$ cat config.mk
export PLATFORM = sky130hd
export DESIGN_NAME = load_store_unit
export DESIGN_NICKNAME = d
export VERILOG_FILES = /design/src/rtl/lsu_pkg.sv /design/src/rtl/lsu_align.sv /design/src/rtl/load_store_unit.sv
export SDC_FILE = /design/constraint.sdc
export NUM_CORES = 1
export LEC_CHECK = 0
export ABC_AREA = 0
export CAP_MARGIN = 20
export CELL_PAD_IN_SITES_DETAIL_PLACEMENT = 1
export CELL_PAD_IN_SITES_GLOBAL_PLACEMENT = 1
export CORE_MARGIN = 2
export CORE_UTILIZATION = 32
export CTS_CLUSTER_SIZE = 30
export DETAILED_ROUTE_END_ITERATION = 8
export GPL_TIMING_DRIVEN = 0
export PLACE_DENSITY = 0.79
export SLEW_MARGIN = 20
export SYNTH_ARGS = -nofsm -noshare
export SYNTH_HDL_FRONTEND = slang
export SYNTH_SLANG_ARGS = --single-unit
export TNS_END_PERCENT = 10
$ cat constraint.sdc
create_clock -name clk -period 1.9 [get_ports clk]
set_clock_uncertainty 0.05 [all_clocks]
set_input_delay 0.38 -clock clk [delete_from_list [all_inputs] [get_ports clk]]
set_output_delay 0.38 -clock clk [all_outputs]
set_load 0.005 [all_outputs]
$ cat src/rtl/lsu_pkg.sv
// Shared encodings for the load/store unit: access sizes, sequencer states and
// the per-size address bits that must be zero for an aligned access.
package lsu_pkg;

  localparam logic [1:0] SIZE_B = 2'b00;
  localparam logic [1:0] SIZE_H = 2'b01;
  localparam logic [1:0] SIZE_W = 2'b10;
  localparam logic [1:0] SIZE_X = 2'b11;

  typedef enum logic [1:0] {
    IDLE = 2'b00,
    RD   = 2'b01,
    WR   = 2'b10,
    DONE = 2'b11
  } lsu_state_t;

  localparam logic [1:0] MISALIGN_MASK_B = 2'b00;
  localparam logic [1:0] MISALIGN_MASK_H = 2'b01;
  localparam logic [1:0] MISALIGN_MASK_W = 2'b11;

  // Address bits [1:0] that must be clear for an access of this size.
  function automatic logic [1:0] misalign_mask(input logic [1:0] size);
    case (size)
      SIZE_H:  misalign_mask = MISALIGN_MASK_H;
      SIZE_W:  misalign_mask = MISALIGN_MASK_W;
      default: misalign_mask = MISALIGN_MASK_B;
    endcase
  endfunction

endpackage

$ cat src/rtl/lsu_align.sv
// Combinational lane logic: load extraction with sign/zero extension and
// sub-word store merge into the previously read memory word.
module lsu_align
  import lsu_pkg::*;
#(
  parameter int XLEN = 32
) (
  input  logic [XLEN-1:0] old_word,
  input  logic [XLEN-1:0] new_data,
  input  logic [1:0]      size,
  input  logic [1:0]      offset,
  input  logic            is_unsigned,
  output logic [XLEN-1:0] load_value,
  output logic [XLEN-1:0] merged_word
);

  logic [7:0]  byte_sel;
  logic [15:0] half_sel;

  always_comb begin
    byte_sel   = old_word[{offset, 3'b000} +: 8];
    half_sel   = offset[1] ? old_word[31:16] : old_word[15:0];
    load_value = old_word;
    case (size)
      SIZE_B:  load_value = {{(XLEN-8){byte_sel[7] & ~is_unsigned}}, byte_sel};
      SIZE_H:  load_value = {{(XLEN-16){half_sel[15] & ~is_unsigned}}, half_sel};
      default: load_value = old_word;
    endcase
  end

  // Each byte lane is either kept from the old word or replaced by the
  // matching byte of the right-aligned store data.
  genvar gi;
  generate
    for (gi = 0; gi < 4; gi++) begin : g_lane
      logic       lane_hit;
      logic [7:0] lane_src;

      always_comb begin
        lane_hit = 1'b0;
        lane_src = new_data[8*gi +: 8];
        case (size)
          SIZE_B: begin
            lane_hit = (offset == 2'(gi));
            lane_src = new_data[7:0];
          end
          SIZE_H: begin
            lane_hit = (offset[1] == 1'(gi / 2));
            lane_src = new_data[8*(gi % 2) +: 8];
          end
          SIZE_W:  lane_hit = 1'b1;
          default: lane_hit = 1'b0;
        endcase
      end

      assign merged_word[8*gi +: 8] = lane_hit ? lane_src : old_word[8*gi +: 8];
    end

    if (XLEN > 32) begin : g_upper
      assign merged_word[XLEN-1:32] = old_word[XLEN-1:32];
    end
  endgenerate

endmodule

$ cat src/rtl/load_store_unit.sv
// Load/store sequencer for a word-wide memory, with read-modify-write for
// sub-word stores. Define LSU_MISALIGN_FAULT_EN to fault misaligned accesses.
module load_store_unit
  import lsu_pkg::*;
#(
  parameter int XLEN       = 32,
  parameter int ADDRESSLEN = 32
) (
  input  logic                  clk,
  input  logic                  rst_n,
  input  logic                  reqValid,
  output logic                  reqReady,
  input  logic                  reqWrite,
  input  logic [1:0]            reqSize,
  input  logic                  reqUnsigned,
  input  logic [ADDRESSLEN-1:0] reqAddr,
  input  logic [XLEN-1:0]       reqData,
  output logic                  respValid,
  output logic [XLEN-1:0]       respData,
  output logic                  respFault,
  output logic [ADDRESSLEN-1:0] memWriteAddress,
  output logic [ADDRESSLEN-1:0] memReadAddress,
  output logic [XLEN-1:0]       memData,
  output logic                  memWriteEnabled,
  output logic                  memReadEnabled,
  input  logic [XLEN-1:0]       memOut
);

  lsu_state_t state_reg, state_next;

  logic                  write_reg;
  logic [1:0]            size_reg;
  logic                  unsigned_reg;
  logic [ADDRESSLEN-1:0] addr_reg;
  logic [XLEN-1:0]       data_reg;
  logic                  fault_reg;
  logic [XLEN-1:0]       result_reg;
  logic [XLEN-1:0]       mem_data_reg;

  logic                  accept;
  logic                  req_fault;
  logic [1:0]            req_mask;
  logic [ADDRESSLEN-1:0] req_addr_eff;
  logic [ADDRESSLEN-1:0] aligned_addr;
  logic [XLEN-1:0]       load_value;
  logic [XLEN-1:0]       merged_word;

  always_comb begin
    req_mask = misalign_mask(reqSize);
`ifdef LSU_MISALIGN_FAULT_EN
    req_fault    = (reqSize == SIZE_X) || ((reqAddr[1:0] & req_mask) != 2'b00);
    req_addr_eff = reqAddr;
`else
    // Misaligned bits are dropped so the access lands on its natural boundary.
    req_fault    = (reqSize == SIZE_X);
    req_addr_eff = {reqAddr[ADDRESSLEN-1:2], reqAddr[1:0] & ~req_mask};
`endif
  end

  assign accept       = reqValid && (state_reg == IDLE);
  assign aligned_addr = {addr_reg[ADDRESSLEN-1:2], 2'b00};
  assign memData      = mem_data_reg;

  lsu_align #(
    .XLEN(XLEN)
  ) u_align (
    .old_word    (memOut),
    .new_data    (data_reg),
    .size        (size_reg),
    .offset      (addr_reg[1:0]),
    .is_unsigned (unsigned_reg),
    .load_value  (load_value),
    .merged_word (merged_word)
  );

  always_ff @(posedge clk or negedge rst_n) begin
    if (!rst_n) state_reg <= IDLE;
    else        state_reg <= state_next;
  end

  always_comb begin
    state_next      = state_reg;
    reqReady        = 1'b0;
    respValid       = 1'b0;
    respData        = '0;
    respFault       = 1'b0;
    memReadEnabled  = 1'b0;
    memWriteEnabled = 1'b0;
    memReadAddress  = '0;
    memWriteAddress = '0;
    case (state_reg)
      IDLE: begin
        reqReady = 1'b1;
        if (reqValid) begin
          if (req_fault)              state_next = DONE;
          else if (!reqWrite)         state_next = RD;
          else if (reqSize == SIZE_W) state_next = WR;
          else                        state_next = RD;
        end
      end
      RD: begin
        memReadEnabled = 1'b1;
        memReadAddress = aligned_addr;
        state_next     = write_reg ? WR : DONE;
      end
      WR: begin
        memWriteEnabled = 1'b1;
        memWriteAddress = aligned_addr;
        state_next      = DONE;
      end
      DONE: begin
        respValid  = 1'b1;
        respData   = result_reg;
        respFault  = fault_reg;
        state_next = IDLE;
      end
      default: state_next = IDLE;
    endcase
  end

  // Request capture; the read word arrives at the edge that ends RD.
  always_ff @(posedge clk or negedge rst_n) begin
    if (!rst_n) begin
      write_reg    <= 1'b0;
      size_reg     <= SIZE_B;
      unsigned_reg <= 1'b0;
      addr_reg     <= '0;
      data_reg     <= '0;
      fault_reg    <= 1'b0;
      result_reg   <= '0;
      mem_data_reg <= '0;
    end else begin
      if (accept) begin
        write_reg    <= reqWrite;
        size_reg     <= reqSize;
        unsigned_reg <= reqUnsigned;
        addr_reg     <= req_addr_eff;
        data_reg     <= reqData;
        fault_reg    <= req_fault;
        result_reg   <= '0;
        if (!req_fault && reqWrite && (reqSize == SIZE_W)) mem_data_reg <= reqData;
      end
      if (state_reg == RD) begin
        if (write_reg) mem_data_reg <= merged_word;
        else           result_reg   <= load_value;
      end
    end
  end

endmodule

; Word level (Yosys, flattened, before mapping)
; Cells that the tools add are included.
[totals]
regBits = 135
in_bits = 103
out_inout_bits = 133
wordCells = 71
[classes]
n_eq_ne = 12
shift = 1
muxes = 35
bitwise = 6
reduce_logical = 8
[ops]
columns = operator, count
row1 = $mux 32, 10
row2 = $pmux 32 s2, 1
row3 = $mux 8, 6
row4 = $shiftx 32x6->8, 1
row5 = $mux 16, 1
row6 = $pmux 8 s2, 1
row7 = $eq 2x2->1 const B, 7
row8 = $pmux 1 s3, 4
row9 = $eq 2x1->1 const B, 4
row10 = $mux 2, 4
row11 = $pmux 2 s4, 1
row12 = $logic_not 2->1, 3
row13 = $mux 1, 6
row14 = $pmux 2 s2, 1
row15 = $logic_and 1x1->1, 3
row16 = $and 1x1->1, 2
row17 = $and 2x2->2, 1
row18 = $ne 2x2->1 const B, 1
row19 = $not 1->1, 2
row20 = $not 2->2, 1
row21 = $reduce_or 2->1, 1
row22 = $logic_not 1->1, 1

; Logic depth before layout (Yosys ltp)
; Gate-level depths: netlist of run 1.
[depth]
depth_word = 8
ltp_mapped = 10
mapped_depth_nobuf = 6

; Modules after synthesis
; A second synthesis of run 1 with hierarchy kept.
[unflattened]
hier_cells = 870
hier_area_um2 = 7546.0
[by_module_without_submodules]
columns = mod, n_inst, cells_per_inst, area_per_inst_um2, seq_area_each_um2
row1 = load_store_unit, 1, 679, 6246.0, 3378.2
row2 = lsu_align, 1, 191, 1300.0, 0.0

; Least setup slack after synthesis of run 1
; Ideal clock, no wire load.
[synth_path]
path_kind = register to register
from = reg state_reg[1]
to = reg result_reg[4]
arrival_ns = 1.820
required_ns = 1.724
path_slack_ns = -0.096
stages_incl_launch_ff = 9
n_path_buf = 3
period_less_slack_ns = 1.996
cell_sequence = dfrtp_1 > inv_1 > ha_1 > clkbuf_1 > nor2b_1 > buf_2 > a21oi_1 > clkbuf_1 > a221o_1
[synth_between]
elab_chain_len = 5
[synth_rtl]
columns = element, line_no
row1 = "start, declared", load_store_unit.sv:29  ; lsu_state_t state_reg, state_next;
row2 = "start signal, assigned", load_store_unit.sv:78  ; else state_reg <= state_next;
row3 = $logic_not 2->1, load_store_unit.sv:60  ; assign accept = reqValid && (state_reg == IDLE);
row4 = $logic_and 1x1->1, load_store_unit.sv:60
row5 = $mux 32, load_store_unit.sv:133  ; if (accept) begin
row6 = $mux 32, load_store_unit.sv:144  ; if (write_reg) mem_data_reg <= merged_word;
row7 = $mux 32 *, load_store_unit.sv:143  ; if (state_reg == RD) begin
row8 = "end signal, assigned", load_store_unit.sv:145  ; else result_reg <= load_value;
row9 = "end, declared", load_store_unit.sv:37  ; logic [XLEN-1:0] result_reg;
; Mark *: on every way between the ends. The rest lies on a longest branch, timed or not.
; A chain may end at the register's enable or synchronous reset.

; Final worst setup path of run 1
[layout_path]
from = reg state_reg[0]
to = out memReadAddress[5]
[layout_between]
elab_chain_len = 2
[layout_rtl]
columns = element, line_no
row1 = $eq 2x1->1, load_store_unit.sv:91  ; case (state_reg)
row2 = $mux 32, load_store_unit.sv:91
row3 = "end, declared", load_store_unit.sv:22  ; output logic [ADDRESSLEN-1:0] memReadAddress,
; Every way passes these cells.

==> results of run 1 <==
worst max path at each step:
stage	end	from	depth (start not counted)
after global placement	memData[13]	rst_n	1
after global routing	memReadAddress[5]	state_reg[0]	6
final	memReadAddress[5]	state_reg[0]	6
after detailed placement	memData[20]	reqValid	6
after floorplan	memData[20]	state_reg[0]	7
after CTS	respData[24]	state_reg[0]	5
final cells by class:
| type | count | area (µm²) | share of cell area (%) |
|---|---|---|---|
| Buffer | 49 | 495 | 4.39 |
| Clock buffer | 17 | 425 | 3.77 |
| Clock inverter | 15 | 193 | 1.71 |
| Inverter | 4 | 15.0 | 0.133 |
| Multi-Input combinational cell | 449 | 3870 | 34.3 |
| Sequential cell | 135 | 3380 | 29.9 |
| Tap cell | 280 | 350 | 3.10 |
| Timing Repair Buffer | 267 | 2560 | 22.7 |
metrics by stage:
stage,hold WS (ns),power (mW)
floorplan,0.0344,9.73
global placement,0.420,13.5
detailed placement,0.268,13.7
CTS,0.418,18.8
global route,0.436,20.2
finish,0.423,19.0
cells in the mapped netlist, types with 4 or more instances:
cell,count
a221o_1,7
o2bb2ai_1,7
clkbuf_1,27
o22ai_1,8
inv_1,4
nor2_1,11
buf_2,13
nand2b_1,4
a221oi_1,8
ha_1,8
a31oi_1,9
nor3_1,10
o21ai_0,13
a22oi_1,17
mux2i_1,89
buf_4,6
and2_1,95
nor2b_1,4
dfrtp_1,135
a32oi_1,7
a21oi_1,12
mux2_2,83
nand2_1,37
critical path: cells and delay by family (launching register included):
kind,cells,cell delay [ns]
buffers and inverters,4,0.54
AND/OR/NAND/NOR,1,0.13
adder cells (fa/ha/maj),1,0.19
flip-flops,1,0.47
kinds of logic (layout without fill, tap and decap cells):
family          count (synthesis)  count (layout)  synth area share [%]
other cells                     1               4                0.0521
buf+inv                        53             352                  3.51
simple gates                  170             170                  13.2
compound gates                 94              94                  9.28
mux                           173             173                  25.7
flops                         135             135                  46.9
fa+ha+maj                       8               8                  1.39
per-layer routing:
metal / vias to the layer above / global-route usage, % / routed length (µm) / share of wire (%)
met3: 40 / 4.57 / 1740 / 6.4
li1: 2843 / - / - / -
met2: 272 / 39.0 / 12900 / 48
met1: 3127 / 30.6 / 11800 / 44
met5: - / 0 / 0 / 0
met4: 0 / 6.94 / 606 / 2.2
repair_timing:
action / in CTS / in global routing
pin swaps: 20 / 5
gates resized for setup: 491 / 72
buffers inserted: 25 / 2
cloned: 7 / 0
endpoints found under the setup margin: 227 / 169
hold buffers: 1 / 0
hold endpoints to repair: 49 / 0
power by group through the flow:
stage	clock network [mW]	logic (mW)	registers, mW
floorplan	0	4.78	4.95
finish	3.52	10.1	5.38
CTS	3.60	9.86	5.34
global route	3.73	10.9	5.55
global placement	0	8.24	5.27
detailed placement	0	8.42	5.32
==> flow_summary.yaml, run 1 <==
detailed_routing:
  drc_errors: 0
  ant_nets: 0
  routed_wl_um: 27100
  first_iter_violations: 258
  vias_per_cell: 5.17
  via_count: 6282
  wl_per_cell_um: 22.2
  drt-pass1-iter-count: 4
sta:
  fmax_ghz: 0.457
  finalHoldViolCount: 0
  worstMarginPinSlew_ns: 0.571
  fin_crit_ns: 2.19
  drv_slew: 0
  period_share_pct: 115
  slew_headroom_pct: 61.9
  rsz0062_at_grt: "true"
  finalSetupViolCount: 143
  setup-tns-final_ns: -21.63
  layout_setup_ws_ns: -0.290
global_route:
  grt_pass1_vias: 6909
  antenna_found_initial: 0
  overflow: 0
  grt_usage_pct: 23.3
  grt_max_degree: 87
  grt_pass1_wl_um: 42100
critical_path:
  startpoint_type: "register"
  path_class: "reg -> out"
  crit_chain: "ha_4 -> clkbuf_16 -> buf_8 -> clkbuf_16 -> and2_4 -> buf_6"
  cp_max_fo: 7
  max_stage_delay_ns: 0.47
  worst_path_most_repeated_cell: "clkbuf_16"
  end_kind: "output pin"
  reg2reg_to: "result_reg[27]"
  required_ns: 1.47
  cp.arrival_ns: 1.76
  r2r_slack_ns: -0.17
  r2r_cells: 9
  timing.rr.start: "state_reg[1]"
  cpMaxStageDelayCell: "dfrtp_2"
finish:
  diodes: 0
  syn2layout_area_growth_pct: 56.9
  final_cell_mix: "dfrtp_1 (133), clkdlybuf4s50_1 (133), mux2i_1 (87)"
  fin_cells: 1216
  drive_gt1_share_pct: 38.7
  fin_util_pct: 51.4
  nets: 1034
  final_cell_area_um2: 11300
  fill_cells: 2298
synth:
  synth_top_area_cell: "dfrtp_1"
  netlist_area_um2: 7200
  yosysTopAreaCellShare_pct: 46.9
  yosysWarnings: 0
  ys_ff_latch: 135
  seq_area_frac_synth_pct: 46.9
  yosys_most_used_dff: "dfrtp_1"
  synthTopCellsByArea: "dfrtp_1 (47%), mux2_2 (13%), mux2i_1 (12%)"
  synth-edff-count: 0
  synth_cell_types: 40
  postSynthAreaPerCell_um2: 11.4
  async_flop_share_pct: 100
  synth_cells: 634
cts:
  cts_buffers: 17
  insertion_delay_ns: 0.43
  cts.sinks: 135
  cts_max_level: 4
  cts_tree: "built"
  clockBufferDepth: 2
  root_buffer: "clkbuf_16"
  clk_pin_slew_ns: 0.06
pwr:
  p_comb_share_pct: 53.1
  powerDensity_nw_per_um2: 1680
  pwr-share-clk_pct: 18.6
  ir_worst_vdd_v: 0.000738
  seq_power_share_pct: 28.3
  p_sw_mw: 6.88
  netSwitchingFraction_pct: 36.2
  p_leak_nw: 5.04
  internal-power_mw: 12.1
job:
  drv_cap: 0
run_status:
  outcome: "complete, but fails checks"
  violations: "negative setup slack"
floorplanning:
  rows: 54
  fp.dieArea_um2: 23700
  coreArea_um2: 22000
  die_h_um: 154
  io_pins: 236
  chipWidth_um: 154
  start_util_pct: 32.8
placed_design:
  routabilityCongestion: 0.893
  place_hpwl_um: 19300
  dp.cells: 1149
  dpl_cell_area_um2: 9910
  dpl_worst_slack_ns: -0.906
  io_buffers: 231
min_path:
  min_path_type: "in -> async"
Power figures use the tool's default switching activity.
==> run 2, diff against run 1 <==
--- a/config.mk
+++ b/config.mk
@@ -14,7 +14,7 @@
 export CTS_CLUSTER_SIZE = 30
 export DETAILED_ROUTE_END_ITERATION = 8
 export GPL_TIMING_DRIVEN = 0
-export PLACE_DENSITY = 0.79
+export PLACE_DENSITY_LB_ADDON = 0.1
 export SLEW_MARGIN = 20
 export SYNTH_ARGS = -nofsm -noshare
 export SYNTH_HDL_FRONTEND = slang
==> flow_summary.yaml, run 2 (synthesized netlist as in run 1, its figures left out) <==
run_status:
  outcome: "complete, but fails checks"
  violations: "negative setup slack"
critical_path:
  cp_max_fo: 7
  startpoint_type: "register"
  path_class: "reg -> out"
  r2r_cells: 10
  required_ns: 1.47
  cp.arrival_ns: 1.84
  end_kind: "output pin"
placed_design:
  dp.cells: 1149
  io_buffers: 231
  place_hpwl_um: 19700
  routabilityCongestion: 0.904
cts:
  cts_tree: "built"
  insertion_delay_ns: 0.42
  root_buffer: "clkbuf_16"
  clockBufferDepth: 2
  cts_buffers: 17
  cts_max_level: 4
  cts.sinks: 135
  clk_pin_slew_ns: 0.06
pwr:
  p_leak_nw: 5.06
  ir_worst_vdd_v: 0.000594
  powerDensity_nw_per_um2: 1690
detailed_routing:
  top_layer: "met4"
  routed_wl_um: 27100
  first_iter_violations: 289
  via_count: 6266
  met2_length_um: 13300
  m1WireLength_um: 11800
  drt-pass1-iter-count: 4
  ant_nets: 0
  vias_per_cell: 5.13
  drc_errors: 0
  wl_met3_um: 1240
  wl_per_cell_um: 22.2
finish:
  nets: 1039
  diodes: 0
  syn2layout_area_growth_pct: 57.2
  drive_gt1_share_pct: 39.0
  fin_cells: 1221
  final_cell_mix: "dfrtp_1 (134), clkdlybuf4s50_1 (134), mux2i_1 (88)"
sta:
  setup-tns-final_ns: -25.09
  period_share_pct: 119
  fin_crit_ns: 2.27
  finalHoldViolCount: 0
  worstMarginPinSlew_ns: 0.565
  finalSetupViolCount: 149
  fmax_ghz: 0.441
  rsz0062_at_grt: "true"
  drv_slew: 0
  layout_setup_ws_ns: -0.370
  slew_headroom_pct: 62.3
floorplanning:
  rows: 54
  die_h_um: 154
  coreArea_um2: 22000
  fp.dieArea_um2: 23700
  chipWidth_um: 154
  start_util_pct: 32.8
  io_pins: 236
min_path:
  hold_path_depth: 1
  min_path_type: "reg -> reg"
global_route:
  antenna_found_initial: 0
  grt_max_degree: 69
  overflow: 0
  grt_pass1_wl_um: 42300
  grt_pass1_vias: 6991
  grt_usage_pct: 23.4
job:
  drv_cap: 0
[run 2: stage by stage]
stage | setup slack [ns] | hold WS (ns) | cell area [µm²] | utilization, % | total power, mW
global placement | -5.16 | 0.421 | 9880 | 45.0 | 13.5
CTS | -0.395 | 0.453 | 11300 | 51.4 | 18.9
global route | -0.434 | 0.474 | 11300 | 51.5 | 20.3
finish | -0.370 | 0.456 | 11300 | 51.5 | 19.1
floorplan | -0.0537 | 0.0344 | 7220 | - | 9.73
detailed placement | -0.867 | 0.323 | 9910 | 45.1 | 13.8
[run 2: final timing paths]
kind,end,slack [ns],startpoint
worst max-delay path,memReadAddress[2],-0.37,state_reg[1]
worst min register to register,data_reg[21],0.46,data_reg[21]
min in group asynchronous,addr_reg[11],0.47,rst_n
max in group asynchronous,result_reg[6],0.60,rst_n
worst min-delay path,data_reg[21],0.46,data_reg[21]
worst max register to register,result_reg[26],-0.23,state_reg[1]
[run 2: final cells by class]
cell class | count | area [µm²]
fill | 2329 | 10600
multi-input combinational | 449 | 3850
sequential | 135 | 3380
timing repair buffer | 273 | 2610
clock buffer | 22 | 474
buffer | 48 | 468
tap | 280 | 350
clock inverter | 10 | 168
inverter | 4 | 17.5
[run 2: routing by layer]
layer,GRT usage [%],up-vias
li1,-,2854
met1,29.4,3166
met2,39.8,209
met3,4.99,37
met4,8.54,0
met5,0,-
[run 2: what timing repair did]
action,CTS,global route
endpoints found under the setup margin,227,166
gates cloned,6,0
resized for setup,466,105
hold buffers,1,0
buffers inserted,32,3
pin swaps,17,6
endpoints found under the hold margin,67,0
[run 2: power by group]
group	total (mW)	internal, mW	switching (mW)
logic	10.1	5.75	4.38
registers	5.34	4.29	1.06
clock network	3.61	2.31	1.30
[run 2: critical path, stage by stage (launching register included)]
cell	delay, ns
dfrtp_1	0.42
inv_2	0.09
ha_4	0.17
clkbuf_16	0.16
buf_8	0.12
buf_6	0.12
buf_6	0.11
and2_4	0.13
buf_6	0.11
